### src/rtl/spi_pkg.sv
// Shared types and defaults for the SPI word transmitter and its helpers.
package spi_pkg;

  localparam int SPI_SYNC_STAGES_DEFAULT = 2;

  typedef enum logic [1:0] {
    IDLE,
    ARMED,
    SHIFT,
    DONE
  } tx_state_t;

endpackage

### src/rtl/sync_edge.sv
// Multi-flop synchronizer for an asynchronous input, with single-cycle rise and
// fall pulses taken from the synchronized value against its previous sample.
module sync_edge #(
  parameter int   SYNC_STAGES = 2,
  parameter logic IDLE_LEVEL  = 1'b0
) (
  input  logic clk,
  input  logic reset,
  input  logic d_i,
  output logic rise_o,
  output logic fall_o
);

  logic [SYNC_STAGES-1:0] sync_q;
  logic                   prev_q;

  // NOTE: sequential state uses non-blocking assignments so every flop samples pre-edge values.
  always_ff @(posedge clk) begin
    if (reset) begin
      sync_q <= {SYNC_STAGES{IDLE_LEVEL}};
      prev_q <= IDLE_LEVEL;
    end else begin
      sync_q <= {sync_q[SYNC_STAGES-2:0], d_i};
      prev_q <= sync_q[SYNC_STAGES-1];
    end
  end

  assign rise_o =  sync_q[SYNC_STAGES-1] & ~prev_q;
  assign fall_o = ~sync_q[SYNC_STAGES-1] &  prev_q;

endmodule

### src/rtl/spi_word_tx.sv
// SPI mode-0 peripheral transmitter: FPGA logic loads one word, the MCU clocks
// it out MSB-first on sdo. sck and cs_n are oversampled by clk.
module spi_word_tx
  import spi_pkg::*;
#(
  parameter int WIDTH       = 32,
  parameter int SYNC_STAGES = SPI_SYNC_STAGES_DEFAULT
) (
  input  logic             clk,
  input  logic             reset,
  input  logic             load,
  input  logic [WIDTH-1:0] data_in,
  output logic             busy,
  output logic             done,
  input  logic             sck,
  input  logic             cs_n,
  output logic             sdo
);

  localparam int CNT_W = $clog2(WIDTH + 1);
  localparam logic [CNT_W-1:0] CNT_FULL = CNT_W'(WIDTH);

  logic sck_rise, sck_fall, cs_rise, cs_fall;

  sync_edge #(.SYNC_STAGES(SYNC_STAGES), .IDLE_LEVEL(1'b0)) u_sync_sck (
    .clk(clk), .reset(reset), .d_i(sck), .rise_o(sck_rise), .fall_o(sck_fall)
  );

  sync_edge #(.SYNC_STAGES(SYNC_STAGES), .IDLE_LEVEL(1'b1)) u_sync_cs (
    .clk(clk), .reset(reset), .d_i(cs_n), .rise_o(cs_rise), .fall_o(cs_fall)
  );

  tx_state_t        state_q, state_d;
  logic [WIDTH-1:0] hold_q, hold_d;
  logic [WIDTH-1:0] shift_q, shift_d;
  logic [CNT_W-1:0] cnt_q, cnt_d;
  logic             busy_q, busy_d;
  logic             done_q, done_d;
  logic             sdo_q, sdo_d;

  always_ff @(posedge clk) begin
    if (reset) begin
      state_q <= IDLE;
      hold_q  <= '0;
      shift_q <= '0;
      cnt_q   <= '0;
      busy_q  <= 1'b0;
      done_q  <= 1'b0;
      sdo_q   <= 1'b0;
    end else begin
      state_q <= state_d;
      hold_q  <= hold_d;
      shift_q <= shift_d;
      cnt_q   <= cnt_d;
      busy_q  <= busy_d;
      done_q  <= done_d;
      sdo_q   <= sdo_d;
    end
  end

  // NOTE: every signal gets a default first so no path through the case infers a latch.
  always_comb begin
    state_d = state_q;
    hold_d  = hold_q;
    shift_d = shift_q;
    cnt_d   = cnt_q;
    busy_d  = busy_q;
    done_d  = 1'b0;
    sdo_d   = sdo_q;

    unique case (state_q)
      IDLE: begin
        sdo_d = 1'b0;
        if (load) begin
          hold_d  = data_in;
          shift_d = data_in;
          busy_d  = 1'b1;
          state_d = ARMED;
        end
      end
      ARMED: begin
        if (cs_fall) begin
          sdo_d   = shift_q[WIDTH-1];
          cnt_d   = '0;
          state_d = SHIFT;
        end
      end
      SHIFT: begin
        // cs_n edges win over sck edges seen in the same cycle.
        if (cs_rise) begin
          sdo_d = 1'b0;
          if (cnt_q == CNT_FULL) begin
            done_d  = 1'b1;
            busy_d  = 1'b0;
            state_d = DONE;
          end else begin
            shift_d = hold_q;
            cnt_d   = '0;
            state_d = ARMED;
          end
        end else if (sck_rise) begin
          if (cnt_q != CNT_FULL) cnt_d = cnt_q + CNT_W'(1);
        end else if (sck_fall) begin
          if (cnt_q != CNT_FULL) begin
            shift_d = {shift_q[WIDTH-2:0], 1'b0};
            sdo_d   = shift_q[WIDTH-2];
          end else begin
            sdo_d = 1'b0;
          end
        end
      end
      DONE: begin
        sdo_d   = 1'b0;
        state_d = IDLE;
      end
      default: state_d = IDLE;
    endcase
  end

  assign busy = busy_q;
  assign done = done_q;
  assign sdo  = sdo_q;

endmodule

### config.mk
export PLATFORM = sky130hd
export DESIGN_NAME = spi_word_tx
export DESIGN_NICKNAME = d
export VERILOG_FILES = /design/src/rtl/spi_pkg.sv /design/src/rtl/sync_edge.sv /design/src/rtl/spi_word_tx.sv
export SDC_FILE = /design/constraint.sdc
export NUM_CORES = 1
export LEC_CHECK = 0
export CORE_ASPECT_RATIO = 1.75
export CORE_MARGIN = 4
export CORE_UTILIZATION = 35
export DETAILED_ROUTE_END_ITERATION = 10
export DONT_BUFFER_PORTS = 1
export SLEW_MARGIN = 20
export SYNTH_ARGS = -nofsm -noshare
export SYNTH_HDL_FRONTEND = slang
export SYNTH_SLANG_ARGS = --single-unit
### constraint.sdc
create_clock -name clk -period 5.3 [get_ports clk]
set_input_delay 1.59 -clock clk [delete_from_list [all_inputs] [get_ports clk]]
set_output_delay 1.59 -clock clk [all_outputs]
set_load 0.005 [all_outputs]
==> metrics.md, run 1 <==
| Metric | Value |
|---|---|
| Worst skew pair latency | between 0.3 and 0.4 ns |
| R2R Path End | cnt_q[5] |
| Critical path peak fanout | 32 |
| Post-synth ARST share | 0% |
| Worst R2R Path Depth | 5 |
| Pin count of the biggest net entering global routing | between 80 and 90 |
| Post-DP Area | around 3700 um^2 |
| Post-Route WL | 9385 um |
| Crit path kind | input pin to register |
| Most frequent cell after synthesis | nand2_1 |
| CP arrival | around 2.9 ns |
| Post-cts gate resize count | 0 |
| Non-Filler Instances | slightly below 600 |
| Mapped Area | roughly 3700 um^2 |
| Sequential fraction of the synthesis area | between 40% and 50% |
| Hpwl dp | 5753 um |
| Die area | about 12000 um^2 |
| Clock transition at path regs | 0.06 ns |
| Static leakage | 1.303 nW |
| Total GRT Usage | ~16% |
| Inst Count DP | about 570 |
| CTS sink count | between 80 and 90 |
| Layout area overhead | 9.755% |
| Peak supply drop | 241.8 uV |
| Die H | between 100 and 150 um |
| Total CTS buffers | 9 |
| Worst setup SP type | input pin |
| Min-Delay Path Class | register to register |
| Final number of hold-violating endpoints | 0 |
| Worst Skew | between 0.005 and 0.006 ns |
| Reg2reg start | u_sync_cs.sync_q[1] |
| Remaining DRCs | 0 |
| Worst hold start | u_sync_cs.sync_q[0] |
| Synthesized area per cell | between 7 and 8 um^2 |
| Area share of the largest cell type after synthesis | 44.05% |
| Pin slew with the least headroom to its limit | 0.9561 ns |
| Power Density | around 360 nW/um^2 |
| Yosys warnings | 0 |
| RSZ-0062 raised after global routing | false |
| Setup-failing EPs final | 0 |
| Synth Instances | 484 |
| # diodes | 0 |
| Net Count, Synth | around 520 |
| Slew Limit Fails | 0 |
| Layout Nets | 497 |
| Drt wl/cell | about 16 um |
| Hold Buf Count CTS | 0 |
| Initial antenna violation count | 0 |
| Ys flop type | dfxtp_1 |
| Initial Util | 35.74% |
| Initial DRC count | about 260 |
| Total number of vias | roughly 3300 |
| Avg Vias per Cell | 5.633 |
| Outcome | completed |
| Final min period | ~2.6 ns |
| Distinct cells, synth | 38 |
| Fmax | around 0.38 GHz |
| First-pass GRT wire length | about 16000 um |
| Die X | 85.53 um |
| Design area | roughly 4000 um^2 |
| Input/output buffers | 0 |
| Slew margin rel. | between 30% and 40% |
| Post-CTS Setup Inserts | 0 |
| CTS tree | built |
| Largest cells by area after synthesis | dfxtp_1 44%, nand2_1 14%, a21oi_1 9.8%, o2111ai_1 7.4%, nand3_1 4.5% |
| Fin Setup TNS | 0 ns |
| Vias in the first global route | between 3000 and 4000 |
| IO Pins | 40 |
| Gr ovfl total | 0 |
| GPL Wtd Cong | between 0.7 and 0.8 |
| CP Capture Type | register |
| Clk root buf | clkbuf_16 |
| Max-cap violation count | 0 |
| Period utilization | 49.90% |
| Core Region | approximately 10000 um^2 |
| Worst Path Required | between 5 and 6 ns |
| Clk buf depth | 2 |
| FF+latch count, synth | slightly above 80 |
| Commonest cells in the netlist | 133 x nand2_1, 81 x dfxtp_1, 72 x a21oi_1 |
| Worst hold slack | slightly above 0.4 ns |
| Post-DRT Antenna Nets | 0 |
| Layout cells sized above 1 | under 10% |
| DR pass1 iterations | 4 |
| Area leader, netlist | dfxtp_1 |
| Worst setup margin | about 2.7 ns |
| Flop2flop setup slack | between 2 and 3 ns |
| Worst Setup SP | load |
| Critical Path Sink | shift_q[22] |
| EDFF count, synth | 0 |
| H-Tree Depth | 3 |
| # rows | approximately 50 |
| Post-Place Setup Slack | approximately 2.3 ns |
[stage by stage]
stage               power (mW)  util, %
finish                   1.466    39.23
global placement        0.7892    36.02
CTS                      1.481    39.23
detailed placement      0.7939    36.02
floorplan               0.7763        -
global route             1.525    39.23
[worst max-delay path, stage by stage]
cell       delay [ns]
nor2b_1          0.23
a31o_2           0.63
o2111ai_1        0.28
a21oi_1          0.17
[area by class of cell]
| cell class | count | area [um^2] |
|---|---|---|
| fill | 1079 | 6260 |
| clock buffer | 13 | 270.3 |
| tap | 127 | 158.9 |
| timing repair buffer | 7 | 52.55 |
| multi-input combinational | 354 | 1858 |
| clock inverter | 2 | 60.06 |
| sequential | 81 | 1622 |
| inverter | 5 | 18.77 |
[flip-flops by register name (all words and copies together) (netlist names), 2 cells and up]
signal             count
hold_q                32
shift_q               32
cnt_q                  6
state_q                2
u_sync_cs.sync_q       2
u_sync_sck.sync_q      2
[layout by cell type (no fill, tap or decap), types with 4 or more instances in the layout]
cell type | synthesis | final
nand2_1 | 133 | 133
dfxtp_1 | 81 | 81
a21oi_1 | 72 | 72
nand3_1 | 33 | 33
o21ai_1 | 32 | 32
o2111ai_1 | 31 | 31
clkbuf_16 | 0 | 9
nor2b_1 | 10 | 8
buf_4 | 1 | 7
inv_1 | 4 | 4
nand2b_1 | 4 | 4
nor2_1 | 4 | 4
or2_2 | 4 | 4
o21ai_0 | 4 | 4
[kinds of logic after synthesis]
logic type                 Yosys count  share of synthesized area (%)
and+or+nand+nor                    199                          23.52
AOI/OAI and AO/OA                  152                          25.60
DFF                                 81                          44.05
buffers and inverters               49                          5.880
adders and majority gates            2                         0.6797
muxes                                1                         0.2719
[metal layers]
layer / track usage [%] / up-vias / share of wire [%]
met5: 0 / - / 0
met4: 7.006 / 0 / 1.9
met3: 4.762 / 11 / 6.3
met2: 28.52 / 81 / 51
met1: 17.65 / 1579 / 40
li1: - / 1647 / -
[where the power goes]
| part | switching [mW] | internal, mW |
|---|---|---|
| sequential | 0.0175 | 0.645 |
| combinational | 0.0759 | 0.0417 |
| clock | 0.237 | 0.449 |
| total | 0.330 | 1.14 |
[how the worst min path moves through the flow]
stage / slack, ns / end / cells past startpoint
global placement: 0.40 / u_sync_cs.sync_q[1] / 1
CTS: 0.42 / u_sync_cs.sync_q[1] / 1
floorplan: 0.39 / u_sync_cs.sync_q[1] / 1
global route: 0.42 / u_sync_cs.sync_q[1] / 1
detailed placement: 0.40 / u_sync_cs.sync_q[1] / 1
finish: 0.41 / u_sync_cs.sync_q[1] / 1
No activity file was read; power rests on OpenSTA's default activity.
==> run 2, diff against run 1 <==
==> constraint.sdc (replaced) <==
create_clock -name clk -period 2.75 [get_ports clk]
set_input_delay 0.825 -clock clk [delete_from_list [all_inputs] [get_ports clk]]
set_output_delay 0.825 -clock clk [all_outputs]
set_load 0.005 [all_outputs]
==> metrics.md, run 2 (synthesis gave the netlist of run 1 again) <==
| Metric | Value |
|---|---|
| Outcome | completed |
| Post-DRT Antenna Nets | 0 (unchanged) |
| Static leakage | 1.313 nW (+0.74%) |
| Pin count of the biggest net entering global routing | 83 (unchanged) |
| Final number of hold-violating endpoints | 0 (unchanged) |
| Critical path peak fanout | 16 (-50%) |
| Period utilization | between 70% and 80% |
| WP buf/inv | 1 (+1) |
| Total GRT Usage | 15.78% (-0.34 points) |
| Top Family by Delay on Critical Path | compound AO/OA/AOI/OAI gates |
| Layout area overhead | 9.925% |
| Biggest regs | hold_q (32), shift_q (32), cnt_q (6) |
| Peak supply drop | 316.4 uV (+31%) |
| Core Region | 10300 um^2 (unchanged) |
| Drt wl/cell | 15.54 um (-2.5%) |
| Remaining DRCs | 0 (unchanged) |
| Final min period | 2.008 ns |
| Worst skew pair latency | 0.34 ns (about the same) |
| Die area | 12290 um^2 (unchanged) |
| Avg Vias per Cell | 5.519 (-2.0%) |
| H-Tree Depth | 3 (unchanged) |
| Layout cells sized above 1 | 8.120% (+1.2 points) |
| Die X | 85.53 um (unchanged) |
| Slew Limit Fails | 0 (unchanged) |
| Clk buf depth | 2 (unchanged) |
| Post-Route WL | 9245 um (-1.5%) |
| Post-Place Setup Slack | 0.7434 ns (-1.602 ns) |
| Post-CTS Setup Inserts | 0 (unchanged) |
| Slew margin rel. | 63.24% (+27 points) |
| Post-cts gate resize count | 0 (unchanged) |
| Power Density | 668.0 nW/um^2 (+84%) |
| GPL Wtd Cong | 0.7812 (-2.2%) |
| Initial DRC count | 220 (-14%) |
| DR pass1 iterations | 4 (unchanged) |
| CP Capture Type | register |
| Gr ovfl total | 0 (unchanged) |
| Worst setup margin | 0.7423 ns (-1.913 ns) |
| CP arrival | 2.23 ns (-0.68 ns) |
| Worst Skew | 0.009637 ns (+0.004519 ns) |
| First-pass GRT wire length | 15440 um (-2.7%) |
| Clock transition at path regs | 0.05 ns (about the same) |
| # diodes | 0 (unchanged) |
| Worst Path Required | 2.97 ns (-2.60 ns) |
| Worst path max stage delay | 0.40 ns (-0.23 ns) |
| Commonest non-fill, non-tap cell in the layout | nand2_1 |
| Critical path cell sequence | buf_4 > nor2b_1 > nand2_1 > a22oi_1 > o21ai_0 > a32o_1 |
| FILL cells | 1076 (-0.28%) |
| Fin Setup TNS | 0 ns (unchanged) |
| # rows | 49 (unchanged) |
| Setup-failing EPs final | 0 (unchanged) |
| Hpwl dp | 5871 um (+2.1%) |
| Initial antenna violation count | 0 (unchanged) |
| Min-Delay Path Class | register to register |
| Total CTS buffers | 9 (unchanged) |
| Hold Buf Count CTS | 0 (unchanged) |
| Max-cap violation count | 0 (unchanged) |
| Total number of vias | 3284 (-1.0%) |
| RSZ-0062 raised after global routing | false |
| Final Core Density | 39.29% (+0.061 points) |
| Input/output buffers | 0 (unchanged) |
| Vias in the first global route | 3230 (+0.47%) |
| Layout Nets | 503 (+1.2%) |
| Initial Util | 35.74% (unchanged) |
| Fmax | between 0.4 and 0.5 GHz |
| IO Pins | 40 (unchanged) |
| Crit path kind | register to register |
| Slowest-stage cell, CP | dfxtp_1 |
| Die H | 143.7 um (unchanged) |
| Commonest cells after routing, fill and taps aside | 133 x nand2_1, 81 x dfxtp_1, 72 x a21oi_1, 33 x nand3_1, 32 x o21ai_1 |
| Worst setup SP type | register |
| Clk root buf | clkbuf_16 |
| CTS tree | built |
| Pin slew with the least headroom to its limit | 0.5464 ns (-0.4097 ns) |
| CTS sink count | 81 (unchanged) |
## run 2: path summary, 6_finish.rpt
path	startpoint	to	slack [ns]	cells after the start
worst max register to register	state_q[0]	cnt_q[5]	0.74	6
worst min-delay path	u_sync_cs.sync_q[0]	u_sync_cs.sync_q[1]	0.41	1
worst min register to register	u_sync_cs.sync_q[0]	u_sync_cs.sync_q[1]	0.41	1
worst max-delay path	state_q[0]	cnt_q[5]	0.74	6
## run 2: layer usage
layer  track usage [%]  part of all wire, %  vias to the layer above
li1                  -                    -                     1664
met4             6.589                  1.2                        0
met3             4.762                  7.4                        8
met2             28.65                   52                       72
met5                 0                    0                        -
met1             16.71                   39                     1540
## run 2: through the flow
| step | cell area, um^2 | hold WS, ns | std cells | total power, mW |
|---|---|---|---|---|
| after global placement | 3750 | 0.3961 | 580 | 1.529 |
| after global routing | 4046 | 0.4310 | 595 | 2.825 |
| after floorplan | 3681 | 0.3895 | 484 | 1.496 |
| after CTS | 4046 | 0.4148 | 595 | 2.732 |
| after detailed placement | 3750 | 0.4012 | 580 | 1.537 |
| final | 4046 | 0.4091 | 595 | 2.703 |
## run 2: cell type report
| class | count | area [um^2] | area share (%) |
|---|---|---|---|
| Clock buffer | 12 | 256.5 | 6.339 |
| Clock inverter | 3 | 40.04 | 0.9895 |
| Inverter | 5 | 18.77 | 0.4638 |
| Multi-Input combinational cell | 354 | 1853 | 45.79 |
| Sequential cell | 81 | 1622 | 40.07 |
| Tap cell | 127 | 158.9 | 3.927 |
| Timing Repair Buffer | 13 | 97.59 | 2.412 |
## run 2: report_power, final
| part | leakage, nW | total (mW) | switching [mW] | internal (mW) |
|---|---|---|---|---|
| clock | 0.148 | 1.19 | 0.449 | 0.744 |
| combinational | 0.500 | 0.232 | 0.146 | 0.0861 |
| sequential | 0.664 | 1.28 | 0.0348 | 1.24 |
